<file path="src/rtl/mips_pkg.sv">
// Shared encodings and types for the write-back destination pipeline.
package mips_pkg;

   localparam int unsigned ADDR_W   = 5;
   localparam int unsigned LINK_REG = 31;

   typedef enum logic [1:0] {
      REG_DST_RT   = 2'b00,
      REG_DST_RD   = 2'b01,
      REG_DST_LINK = 2'b10,
      REG_DST_NONE = 2'b11
   } reg_dst_e;

   typedef struct packed {
      logic              we;
      logic [ADDR_W-1:0] addr;
   } dest_entry_t;

   function automatic logic [3:0] popcount8(input logic [7:0] v);
      logic [3:0] c;
      c = '0;
      for (int unsigned i = 0; i < 8; i++) begin
         c = c + 4'(v[i]);
      end
      return c;
   endfunction

endpackage

</file>
<file path="src/rtl/mod_dest_stage.sv">
// One destination pipeline register: loads every edge, bubble forces an empty entry.
module mod_dest_stage #(
   parameter int unsigned ADDR_W = 5
) (
   input  logic              clk,
   input  logic              rst_n,
   input  logic              bubble_i,
   input  logic              we_i,
   input  logic [ADDR_W-1:0] addr_i,
   output logic              we_d_o,
   output logic              we_o,
   output logic [ADDR_W-1:0] addr_o
);

   logic              we_q,   we_d;
   logic [ADDR_W-1:0] addr_q, addr_d;

   always_comb begin
      we_d   = bubble_i ? 1'b0 : we_i;
      addr_d = bubble_i ? '0   : addr_i;
   end

   always_ff @(posedge clk) begin
      if (!rst_n) begin
         we_q   <= 1'b0;
         addr_q <= '0;
      end else begin
         we_q   <= we_d;
         addr_q <= addr_d;
      end
   end

   // Next-state enable is exported so the parent can count post-update writes.
   assign we_d_o = we_d;
   assign we_o   = we_q;
   assign addr_o = addr_q;

endmodule

</file>
<file path="src/rtl/mod_wb_dest_pipe.sv">
// Destination select at decode, DEPTH-stage carry to write-back, hazard and in-flight reporting.
module mod_wb_dest_pipe #(
   parameter int unsigned ADDR_W       = mips_pkg::ADDR_W,
   parameter int unsigned DEPTH        = 3,
   parameter int unsigned LINK_REG     = mips_pkg::LINK_REG,
   parameter int unsigned FLUSH_STAGES = 1
) (
   input  logic              clk,
   input  logic              rst_n,
   input  logic [ADDR_W-1:0] ins_20_16,
   input  logic [ADDR_W-1:0] ins_15_11,
   input  logic [1:0]        reg_dst,
   input  logic              reg_write,
   input  logic              id_valid,
   input  logic              stall,
   input  logic              flush,
   input  logic [ADDR_W-1:0] src_rs,
   input  logic [ADDR_W-1:0] src_rt,
   output logic [ADDR_W-1:0] write_reg_add,
   output logic              wb_reg_write,
   output logic [DEPTH-1:0]  hazard_rs,
   output logic [DEPTH-1:0]  hazard_rt,
   output logic [3:0]        pending_cnt
);

   import mips_pkg::*;

   if (DEPTH < 1 || DEPTH > 8) begin : g_bad_depth
      $error("DEPTH must be in 1..8");
   end
   if (FLUSH_STAGES < 1 || FLUSH_STAGES > DEPTH) begin : g_bad_flush
      $error("FLUSH_STAGES must be in 1..DEPTH");
   end

   reg_dst_e          mode;
   logic [ADDR_W-1:0] sel_addr;
   logic              sel_we;

   logic [DEPTH-1:0]  st_we;
   logic [DEPTH-1:0]  st_we_d;
   logic [DEPTH-1:0]  st_bubble;
   logic [ADDR_W-1:0] st_addr [DEPTH];

   logic [7:0]        we_ext;
   logic [3:0]        pending_d, pending_q;

   assign mode = reg_dst_e'(reg_dst);

   always_comb begin
      sel_addr = '0;
      case (mode)
         REG_DST_RT:   sel_addr = ins_20_16;
         REG_DST_RD:   sel_addr = ins_15_11;
         REG_DST_LINK: sel_addr = ADDR_W'(LINK_REG);
         default:      sel_addr = '0;
      endcase
   end

   assign sel_we = reg_write & id_valid & (mode != REG_DST_NONE) & (sel_addr != '0);

   for (genvar i = 0; i < int'(DEPTH); i++) begin : g_stage
      logic              in_we;
      logic [ADDR_W-1:0] in_addr;

      if (i == 0) begin : g_head
         assign in_we        = sel_we;
         assign in_addr      = sel_addr;
         assign st_bubble[i] = stall | flush;
      end else begin : g_body
         assign in_we   = st_we[i-1];
         assign in_addr = st_addr[i-1];
         // Flush clears the youngest stages after the shift, so it masks what they load.
         if (i < int'(FLUSH_STAGES)) begin : g_fl
            assign st_bubble[i] = flush;
         end else begin : g_nofl
            assign st_bubble[i] = 1'b0;
         end
      end

      mod_dest_stage #(
         .ADDR_W (ADDR_W)
      ) u_stage (
         .clk      (clk),
         .rst_n    (rst_n),
         .bubble_i (st_bubble[i]),
         .we_i     (in_we),
         .addr_i   (in_addr),
         .we_d_o   (st_we_d[i]),
         .we_o     (st_we[i]),
         .addr_o   (st_addr[i])
      );
   end

   always_comb begin
      hazard_rs = '0;
      hazard_rt = '0;
      for (int unsigned i = 0; i < DEPTH; i++) begin
         hazard_rs[i] = st_we[i] & (st_addr[i] == src_rs) & (src_rs != '0);
         hazard_rt[i] = st_we[i] & (st_addr[i] == src_rt) & (src_rt != '0);
      end
   end

   always_comb begin
      we_ext             = '0;
      we_ext[DEPTH-1:0]  = st_we_d;
      pending_d          = popcount8(we_ext);
   end

   always_ff @(posedge clk) begin
      if (!rst_n) begin
         pending_q <= '0;
      end else begin
         pending_q <= pending_d;
      end
   end

   assign write_reg_add = st_addr[DEPTH-1];
   assign wb_reg_write  = st_we[DEPTH-1];
   assign pending_cnt   = pending_q;

endmodule

</file>
<file path="config.mk">
export PLATFORM = sky130hd
export DESIGN_NAME = mod_wb_dest_pipe
export DESIGN_NICKNAME = d
export VERILOG_FILES = /design/src/rtl/mips_pkg.sv /design/src/rtl/mod_dest_stage.sv /design/src/rtl/mod_wb_dest_pipe.sv
export SDC_FILE = /design/constraint.sdc
export NUM_CORES = 1
export LEC_CHECK = 0
export BUFFER_PORTS_ARGS = -buffer_cell sky130_fd_sc_hd__buf_2
export CORE_UTILIZATION = 42
export CTS_CLUSTER_SIZE = 30
export DETAILED_ROUTE_END_ITERATION = 8
export PLACE_DENSITY_LB_ADDON = 0.2
export SLEW_MARGIN = 20
export SYNTH_ARGS = -nofsm -noshare
export SYNTH_HDL_FRONTEND = slang
export SYNTH_SLANG_ARGS = --single-unit
</file>
<file path="constraint.sdc">
create_clock -name clk -period 1.5 [get_ports clk]
set_input_delay 0.3 -clock clk [delete_from_list [all_inputs] [get_ports clk]]
set_output_delay 0.3 -clock clk [all_outputs]
set_load 0.05 [all_outputs]
</file>
==> out/results.ini, run 1 <==
[route]
drc = 0
via_per_inst = 4.97
num_vias = 1013
wl_per_cell_um = 13.1
antenna_left = 0
dr.pass1.iters = 4
totalWireLength_um = 2670
drtIter0Drc = 18

[timing]
setup_tns_ns = -1.11
fmax_mhz = 582
finalHoldViolations = 0
fin_crit_sh_pct = 115
period_minus_slack_ns = 1.72
setup_slack_ns = -0.219
slew_violations = 0
rsz0062_at_grt = yes
skew_ns = 0.00494
setup_violations = 6

[critical_path]
crit_arrival_ns = 1.42
critPathBufInv = 1
path_cells = xnor2_2 > nand4_1 > nor4_4 > buf_6
critPathMaxFanout = 3
r2r-start = g_stage[1].u_stage.we_o
crit_family = simple AND/OR/NAND/NOR gates
cp-start-kind = flop
r2r-end = pending_cnt[0]
startpoint = g_stage[2].u_stage.addr_o[3]
critPathRequiredTime_ns = 1.20
endpoint_kind = output pin
cpMaxStageDelayCell = dfxtp_4
ff2ff_setup_slack_ns = 0.40
critical-path-max-stage-delay_ns = 0.37
worst_r2r_path_depth = 2
crit_type = reg -> out

[finish]
fillCellCount = 181
drive_gt1_share_pct = 54.0
multiInputGateArea_um2 = 793
syn_to_final_growth_pct = 57.8
diodes = 0
ff_latch_area_um2 = 424
nNetsFinal = 206
fin_area_um2 = 1700

[floorplan]
die_h_um = 52.6
coreArea_um2 = 2320
die_w_um = 52.6
io_pins = 44
start_util_pct = 46.5
die-area_um2 = 2770
rows = 17

[global_routing]
grt-ovfl-total = 0
grt_usage_pct = 21.1
grt_pass1_wl_um = 4150
antenna_found_initial = 0
grt_max_degree = 17
grt_pass1_vias = 959

[cts]
cts.path.max_buffers = 2
post-cts-setup-buffers = 0
cts_root_buffer = clkbuf_4
cts.sinks = 20
cts_buffers = 3
tritoncts = done
clk_pin_slew_ns = 0.11
clkLatencyLatePin_ns = 0.29
h-tree-depth = 1

[placement]
port_buffers = 41
hpwl_um = 2090
post_dp_cell_area_um2 = 1550
dpl_worst_slack_ns = -0.276
gp_congestion = 0.825

[yosys]
synth_seq_cells = 20
synth_edf_count = 0
synthDominantCellAreaShare_pct = 37.2
seq_area_frac_synth_pct = 37.2
yosys.area.top_type = dfxtp_1
synth_area_um2 = 1080
yosysMostFrequentCell = dfxtp_1
ys.flop_type = dfxtp_1
synth_cells = 116
synth_commonest_cells = dfxtp_1 (20), xnor2_1 (18), and2_1 (14)
synth.area.top_cells = dfxtp_1 (37%), xnor2_1 (15%), xor2_1 (9.8%), and2_1 (8.1%), nand4_1 (4.1%)
async_reset_ff_share_pct = 0
ys_warn_count = 0
ys_types = 25
avgSynthCellArea_um2 = 9.29

[run_status]
violations = negative setup slack
status = finished with violations

[hold_path]
hold_depth = 3
hp-start = ins_15_11[3]
holdPathEnd = g_stage[0].u_stage.addr_o[3]
min_path_type = in -> reg

[power]
vdd_drop_max_uv = 723
leakage_nw = 0.733
power_density_nw_per_um2 = 642

[job]
maxCapViolCount = 0

-- how the worst max path moves through the flow --
stage / end / slack [ns] / cells after the start
after floorplan: hazard_rs[2] / -0.15 / 3
after global placement: hazard_rt[0] / -0.25 / 5
after detailed placement: hazard_rs[0] / -0.28 / 5
after CTS: hazard_rt[0] / -0.20 / 5
after global routing: hazard_rs[2] / -0.29 / 4
final: hazard_rs[2] / -0.22 / 4
-- worst register-to-register path, delay by kind of cell (launching register included) --
kind	cells	cell delay, ns
AND/OR/NAND/NOR	1	0.15
adder cells (fa/ha/maj)	1	0.44
flip-flops	1	0.42
-- kinds of logic after synthesis --
kind of cell / share of synthesized area (%)
simple gates: 26.1
xor+xnor: 24.4
flops: 37.2
compound gates: 6.50
buf+inv: 3.60
fa+ha+maj: 1.86
other cells: 0.348
-- where the power goes --
part	internal (mW)	switching (mW)
Combinational	0.121	0.123
Sequential	0.537	0.0108
Clock	0.148	0.152
-- through the flow --
stage	util, %	hold slack (ns)	power [mW]	instances
2_1_floorplan	-	0.419	0.681	117
3_5_place_dp	67.0	0.502	0.787	200
6_report	73.3	0.259	1.09	204
5_1_grt	73.3	0.256	1.15	204
3_3_place_gp	67.0	0.496	0.781	200
4_1_cts	71.7	0.257	1.09	204
-- sequential cells by signal, summed over array words and instances (netlist names) --
signal,flops
pending_cnt,2
g_stage.u_stage.addr_o,15
g_stage.u_stage.we_o,3
-- per-layer routing --
| metal | up-vias | GRT usage (%) | wire, um | share of wire [%] |
|---|---|---|---|---|
| li1 | 514 | - | - | - |
| met1 | 455 | 25.0 | 1150 | 43 |
| met2 | 40 | 36.9 | 1320 | 50 |
| met3 | 4 | 3.77 | 157 | 5.9 |
| met4 | 0 | 8.77 | 40 | 1.5 |
| met5 | - | 0 | 0 | 0 |
-- cell type report --
type,count,share of cell area (%)
clock buffers,4,2.13
inverters,2,0.442
multi-input cells,90,46.7
flip-flops and latches,20,24.9
well taps,28,2.06
repair buffers,60,23.8
-- cells in the final DEF, fill, tap and decap left out, types with 5 or more instances in the layout --
cell type and count:
and2_1 14, buf_2 32, buf_4 19, buf_6 9, dfxtp_1 7, dfxtp_2 10, nand4_1 7, nor4_4 6
xnor2_1 13, xnor2_2 5, xor2_1 12
-- timing repair --
item,in CTS,in global routing
pin swaps,8,4
endpoints found under the setup margin,6,6
cloned,0,0
hold buffers,0,0
gates resized for setup,19,10
(Power assumes the default switching activity.)
==> run 2: changes to the inputs <==
--- a/config.mk
+++ b/config.mk
@@ -6,7 +6,7 @@
 export NUM_CORES = 1
 export LEC_CHECK = 0
 export BUFFER_PORTS_ARGS = -buffer_cell sky130_fd_sc_hd__buf_2
-export CORE_UTILIZATION = 42
+export CORE_UTILIZATION = 34
 export CTS_CLUSTER_SIZE = 30
 export DETAILED_ROUTE_END_ITERATION = 8
 export PLACE_DENSITY_LB_ADDON = 0.2
==> run 2 against run 1 <==
- the flow still finishes with violations (negative setup slack)
- first-iteration DRC count up 11%
- setup slack better by 0.025 ns
- hold slack better by 0.014 ns
- via count up 1.3%
- critical endpoint is now hazard_rs[1]
- critical path depth unchanged
- die area up 23%
- core utilization down 15 points
- global-route usage down 2.9 points
- count of clock-buffer cells in the layout unchanged
- highest routed layer unchanged
==> out/results.ini, run 2 (same netlist as run 1, synthesis figures left out) <==
[route]
wl_per_cell_um = 12.1  ; -7.5%
drtIter0Drc = 20  ; +2
antenna_left = 0  ; unchanged
totalWireLength_um = 2690  ; +0.67%
drc = 0  ; unchanged
num_vias = 1026  ; +1.3%
via_per_inst = 4.62  ; -6.9%
dr.pass1.iters = 4  ; unchanged

[job]
maxCapViolCount = 0  ; unchanged

[cts]
clkLatencyLatePin_ns = 0.30  ; about the same
clk_pin_slew_ns = 0.11  ; about the same
holdBufCountCts = 0  ; unchanged
cts.sinks = 20  ; unchanged
cts_root_buffer = clkbuf_4
cts.path.max_buffers = 2  ; unchanged
cts_buffers = 3  ; unchanged
h-tree-depth = 1  ; unchanged
tritoncts = done

[timing]
setup_violations = 6  ; unchanged
finalHoldViolations = 0  ; unchanged
setup_slack_ns = -0.194  ; +0.0252 ns
fmax_mhz = 590  ; +1.5%
slew_violations = 0  ; unchanged
fin_crit_sh_pct = 113  ; -1.7 points
rsz0062_at_grt = yes
period_minus_slack_ns = 1.69  ; -0.0252 ns
skew_ns = 0.00437  ; -0.000572 ns

[critical_path]
worst_r2r_path_depth = 2  ; unchanged
critPathRequiredTime_ns = 1.20  ; about the same
critical-path-max-stage-delay_ns = 0.37  ; about the same
crit_type = reg -> out
crit_family = simple AND/OR/NAND/NOR gates
path_cells = xnor2_2 > nand4_1 > nor4_4 > buf_6
worst-path-stages = 4  ; unchanged
endpoint_kind = output pin
cpMaxStageDelayCell = dfxtp_4
r2r-start = g_stage[1].u_stage.we_o
critPathBufInv = 1  ; unchanged
critPathMaxFanout = 3  ; unchanged
cp-start-kind = flop
crit_arrival_ns = 1.39  ; -0.03 ns
r2r-end = pending_cnt[0]
ff2ff_setup_slack_ns = 0.43  ; +0.03 ns

[placement]
hpwl_um = 2220  ; +6.2%
gp_congestion = 0.768  ; -6.9%
port_buffers = 41  ; unchanged
dpl_worst_slack_ns = -0.296  ; -0.0191 ns
post_dp_cell_area_um2 = 1580  ; +1.8%

[power]
leakage_nw = 0.761  ; +3.8%
power_density_nw_per_um2 = 623  ; -2.9%
vdd_drop_max_uv = 487  ; -33%

[global_routing]
grt_pass1_wl_um = 4550  ; +9.8%
grt_pass1_vias = 1032  ; +7.6%
grt_max_degree = 17  ; unchanged
antenna_found_initial = 0  ; unchanged
grt_usage_pct = 18.2  ; -2.9 points
grt-ovfl-total = 0  ; unchanged

[finish]
layout_common_cells = buf_2 (33), buf_4 (21), and2_1 (14)
ff_latch_area_um2 = 430  ; +1.5%
diodes = 0  ; unchanged
fillCellCount = 257  ; +42%
drive_gt1_share_pct = 57.3  ; +3.3 points
fin_area_um2 = 1770  ; +3.8%
final_common_cell = buf_2
multiInputGateArea_um2 = 823  ; +3.8%
nNetsFinal = 208  ; +0.97%
syn_to_final_growth_pct = 63.9
largest_register_ffs = 15  ; unchanged

[hold_path]
holdPathEnd = g_stage[0].u_stage.addr_o[0]
min_path_type = in -> reg
hold_depth = 3  ; unchanged
hp-start = ins_15_11[0]

[floorplan]
rows = 20  ; +3
start_util_pct = 35.6  ; -11 points
coreArea_um2 = 3030  ; +31%
die_w_um = 58.3  ; +11%
die-area_um2 = 3400  ; +23%
io_pins = 44  ; unchanged
die_h_um = 58.3  ; +11%

[run_status]
violations = negative setup slack
status = finished with violations

==> run 2: cell types whose count changed in the layout (fill, tap and decap cells not counted), sizes merged <==
| cell | delta |
|---|---|
| buf | +2 |
==> run 2: cell type report <==
class | instances | area share [%]
multi-input combinational | 90 | 46.6
clock buffer | 4 | 2.06
sequential | 20 | 24.4
tap | 44 | 3.12
inverter | 2 | 0.425
timing repair buffer | 62 | 23.4
==> run 2: repair_timing <==
action                                  CTS  global route
gates resized for setup                  25            10
endpoints found under the setup margin    6             6
pin swaps                                10             8
setup buffers                             0             1
cloned                                    0             0
==> run 2: worst min-delay path, stage by stage <==
cell and delay (ns):
buf_2 0.11, nand2b_1 0.06, a211oi_1 0.07
==> run 2: metrics by stage <==
step	hold slack [ns]	TNS [ns]	util, %	std cells	power (mW)
2_1_floorplan	0.419	-0.296	-	117	0.681
3_3_place_gp	0.495	-1.89	52.2	217	0.786
3_5_place_dp	0.494	-2.18	52.2	217	0.791
4_1_cts	0.246	-1.24	56.5	221	1.11
5_1_grt	0.273	-1.66	58.3	222	1.16
6_report	0.273	-1.11	58.3	222	1.10
==> run 2: power breakdown <==
part,switching [mW],internal (mW),leakage (nW),total (mW)
sequential,0.0110,0.534,0.170,0.545
combinational,0.126,0.127,0.570,0.253
clock,0.155,0.148,0.0210,0.303
total,0.292,0.809,0.761,1.10
==> run 2: layer usage <==
metal / wire [um] / up-vias / track usage [%]
li1: - / 523 / -
met5: 0 / - / 0
met2: 1370 / 34 / 30.9
met4: 57 / 0 / 9.18
met3: 123 / 8 / 4.40
met1: 1130 / 461 / 21.5
==> run 2: worst max-delay path by stage <==
stage / start / endpoint / slack, ns
floorplan: g_stage[2].u_stage.addr_o[3] / hazard_rs[2] / -0.15
global placement: src_rt[1] / hazard_rt[0] / -0.26
detailed placement: src_rt[1] / hazard_rt[2] / -0.30
CTS: src_rt[3] / hazard_rt[2] / -0.21
global route: g_stage[1].u_stage.addr_o[3] / hazard_rt[1] / -0.32
finish: g_stage[1].u_stage.addr_o[3] / hazard_rs[1] / -0.19
==> run 3: changes to the inputs <==
--- a/config.mk
+++ b/config.mk
@@ -14,3 +14,4 @@
 export SYNTH_ARGS = -nofsm -noshare
 export SYNTH_HDL_FRONTEND = slang
 export SYNTH_SLANG_ARGS = --single-unit
+export TNS_END_PERCENT = 5
==> run 3 against run 2 <==
- the run ends with design-rule violations, negative setup slack left
- sequential share of layout area is 0.42 points higher
- die area stayed put
- first-iteration DRC count is 20% higher
- design area is 3.4% lower
- hold slack worse by 0.00058 ns
- critical path type unchanged
- critical endpoint is now hazard_rt[2]
- largest power group unchanged
- highest routed layer unchanged
==> out/results.ini, run 3 (same netlist as run 1, synthesis figures left out) <==
[finish]
diodes = 0  ; unchanged
final_common_cell = buf_2
fillCellCount = 282  ; +9.7%
drive_gt1_share_pct = 52.5  ; -4.8 points
syn_to_final_growth_pct = 58.3
layout_common_cells = buf_2 (35), buf_4 (18), and2_1 (14)
largest_register_ffs = 15  ; unchanged
nNetsFinal = 207  ; -0.48%

[cts]
clk_pin_slew_ns = 0.10  ; about the same
h-tree-depth = 1  ; unchanged
tritoncts = done
holdBufCountCts = 0  ; unchanged
cts.path.max_buffers = 2  ; unchanged
cts_root_buffer = clkbuf_4
cts.sinks = 20  ; unchanged
cts_buffers = 3  ; unchanged
clkLatencyLatePin_ns = 0.29  ; about the same

[floorplan]
die_w_um = 58.3  ; unchanged
die_h_um = 58.3  ; unchanged
start_util_pct = 35.6  ; unchanged
coreArea_um2 = 3030  ; unchanged
rows = 20  ; unchanged
io_pins = 44  ; unchanged
die-area_um2 = 3400  ; unchanged

[route]
totalWireLength_um = 2780  ; +3.4%
drt-met1-wl_um = 1070  ; -5.9%
dr.max_layer_used = met4
via_per_inst = 4.70  ; +1.7%
met3WireLength_um = 115  ; -6.5%
dr_wl_met2_um = 1530  ; +11%
drc = 1  ; +1
num_vias = 1039  ; +1.3%
dr.pass1.iters = 6  ; +2
antenna_left = 0  ; unchanged
drtIter0Drc = 24  ; +20%
wl_per_cell_um = 12.6  ; +3.9%

[critical_path]
critPathRequiredTime_ns = 1.20  ; about the same
r2r-start = g_stage[1].u_stage.we_o
crit_type = reg -> out
ff2ff_setup_slack_ns = 0.39  ; -0.04 ns
cp-start-kind = flop
endpoint_kind = output pin
worst_r2r_path_depth = 2  ; unchanged
crit_arrival_ns = 1.46  ; +0.07 ns
r2r-end = pending_cnt[0]
startpoint = g_stage[2].u_stage.addr_o[4]
crit_end = hazard_rt[2]
critPathMaxFanout = 3  ; unchanged

[global_routing]
antenna_found_initial = 0  ; unchanged
grt_pass1_wl_um = 4510  ; -1.1%
grt_max_degree = 17  ; unchanged
grt_usage_pct = 17.6  ; -0.57 points
grt_pass1_vias = 1057  ; +2.4%
grt-ovfl-total = 0  ; unchanged

[timing]
setup_violations = 6  ; unchanged
fin_crit_sh_pct = 117  ; +4.5 points
period_minus_slack_ns = 1.76  ; +0.0672 ns
slew_violations = 0  ; unchanged
rsz0062_at_grt = yes
skew_ns = 0.00246  ; -0.00191 ns
finalHoldViolations = 0  ; unchanged
fmax_mhz = 568  ; -3.8%
setup_slack_ns = -0.261  ; -0.0672 ns

[placement]
gp_congestion = 0.812  ; +5.8%
dpl_worst_slack_ns = -0.279  ; +0.0161 ns
hpwl_um = 2250  ; +1.3%
port_buffers = 41  ; unchanged

[run_status]
status = finished with violations
violations = design-rule violations, negative setup slack

[power]
total_power_mw = 1.04  ; -5.4%
power_density_nw_per_um2 = 610  ; -2.1%
vdd_drop_max_uv = 245  ; -50%
leakage_nw = 0.735  ; -3.4%

[job]
maxCapViolCount = 0  ; unchanged

[hold_path]
min_path_type = in -> reg

## run 3: layout make-up
cell class	instances	area, um^2	area share [%]
clock buffers	4	26.3	1.54
inverters	2	7.51	0.440
multi-input cells	90	793	46.5
flip-flops and latches	20	423	24.8
well taps	44	55.1	3.23
repair buffers	61	400	23.5
## run 3: worst min-delay path by stage
stage / endpoint / cells after the start / slack [ns] / from
floorplan: g_stage[0].u_stage.we_o / 2 / 0.42 / rst_n
global placement: g_stage[2].u_stage.addr_o[3] / 1 / 0.50 / g_stage[1].u_stage.addr_o[3]
CTS: g_stage[0].u_stage.addr_o[4] / 3 / 0.26 / ins_15_11[4]
detailed placement: g_stage[2].u_stage.addr_o[1] / 1 / 0.51 / g_stage[1].u_stage.addr_o[1]
finish: g_stage[0].u_stage.addr_o[4] / 3 / 0.27 / ins_15_11[4]
global route: g_stage[0].u_stage.addr_o[4] / 3 / 0.26 / ins_15_11[4]
## run 3: layer usage
| layer | vias to the layer above | global-route usage [%] |
|---|---|---|
| li1 | 520 | - |
| met1 | 467 | 18.5 |
| met2 | 46 | 34.5 |
| met3 | 6 | 2.42 |
| met4 | 0 | 7.82 |
| met5 | - | 0 |
## run 3: critical path, stage by stage (launching register included)
cell	delay (ns)
dfxtp_4	0.37
xnor2_1	0.14
nand4_1	0.20
nor4_4	0.26
buf_6	0.19
## run 3: metrics by stage
step	TNS, ns	hold WS [ns]	area (um^2)	std cells	utilization [%]
4_1_cts	-1.44	0.263	1660	221	54.8
3_5_place_dp	-2.01	0.507	1570	217	51.7
2_1_floorplan	-0.640	0.419	1190	117	-
6_report	-1.32	0.273	1710	221	56.3
3_3_place_gp	-1.98	0.500	1570	217	51.7
5_1_grt	-1.71	0.265	1710	221	56.3
## run 3: what timing repair did
action                                  in CTS  in global routing
endpoints found under the setup margin       6                  6
pin swaps                                    3                  4
endpoints found under the hold margin        0                  0
setup buffers                                0                  0
resized for setup                           20                  9
## run 3: power by group
| part | switching [mW] | internal (mW) | total [mW] |
|---|---|---|---|
| sequential | 0.0110 | 0.536 | 0.547 |
| combinational | 0.124 | 0.117 | 0.241 |
| clock | 0.149 | 0.103 | 0.252 |
| total | 0.284 | 0.757 | 1.04 |
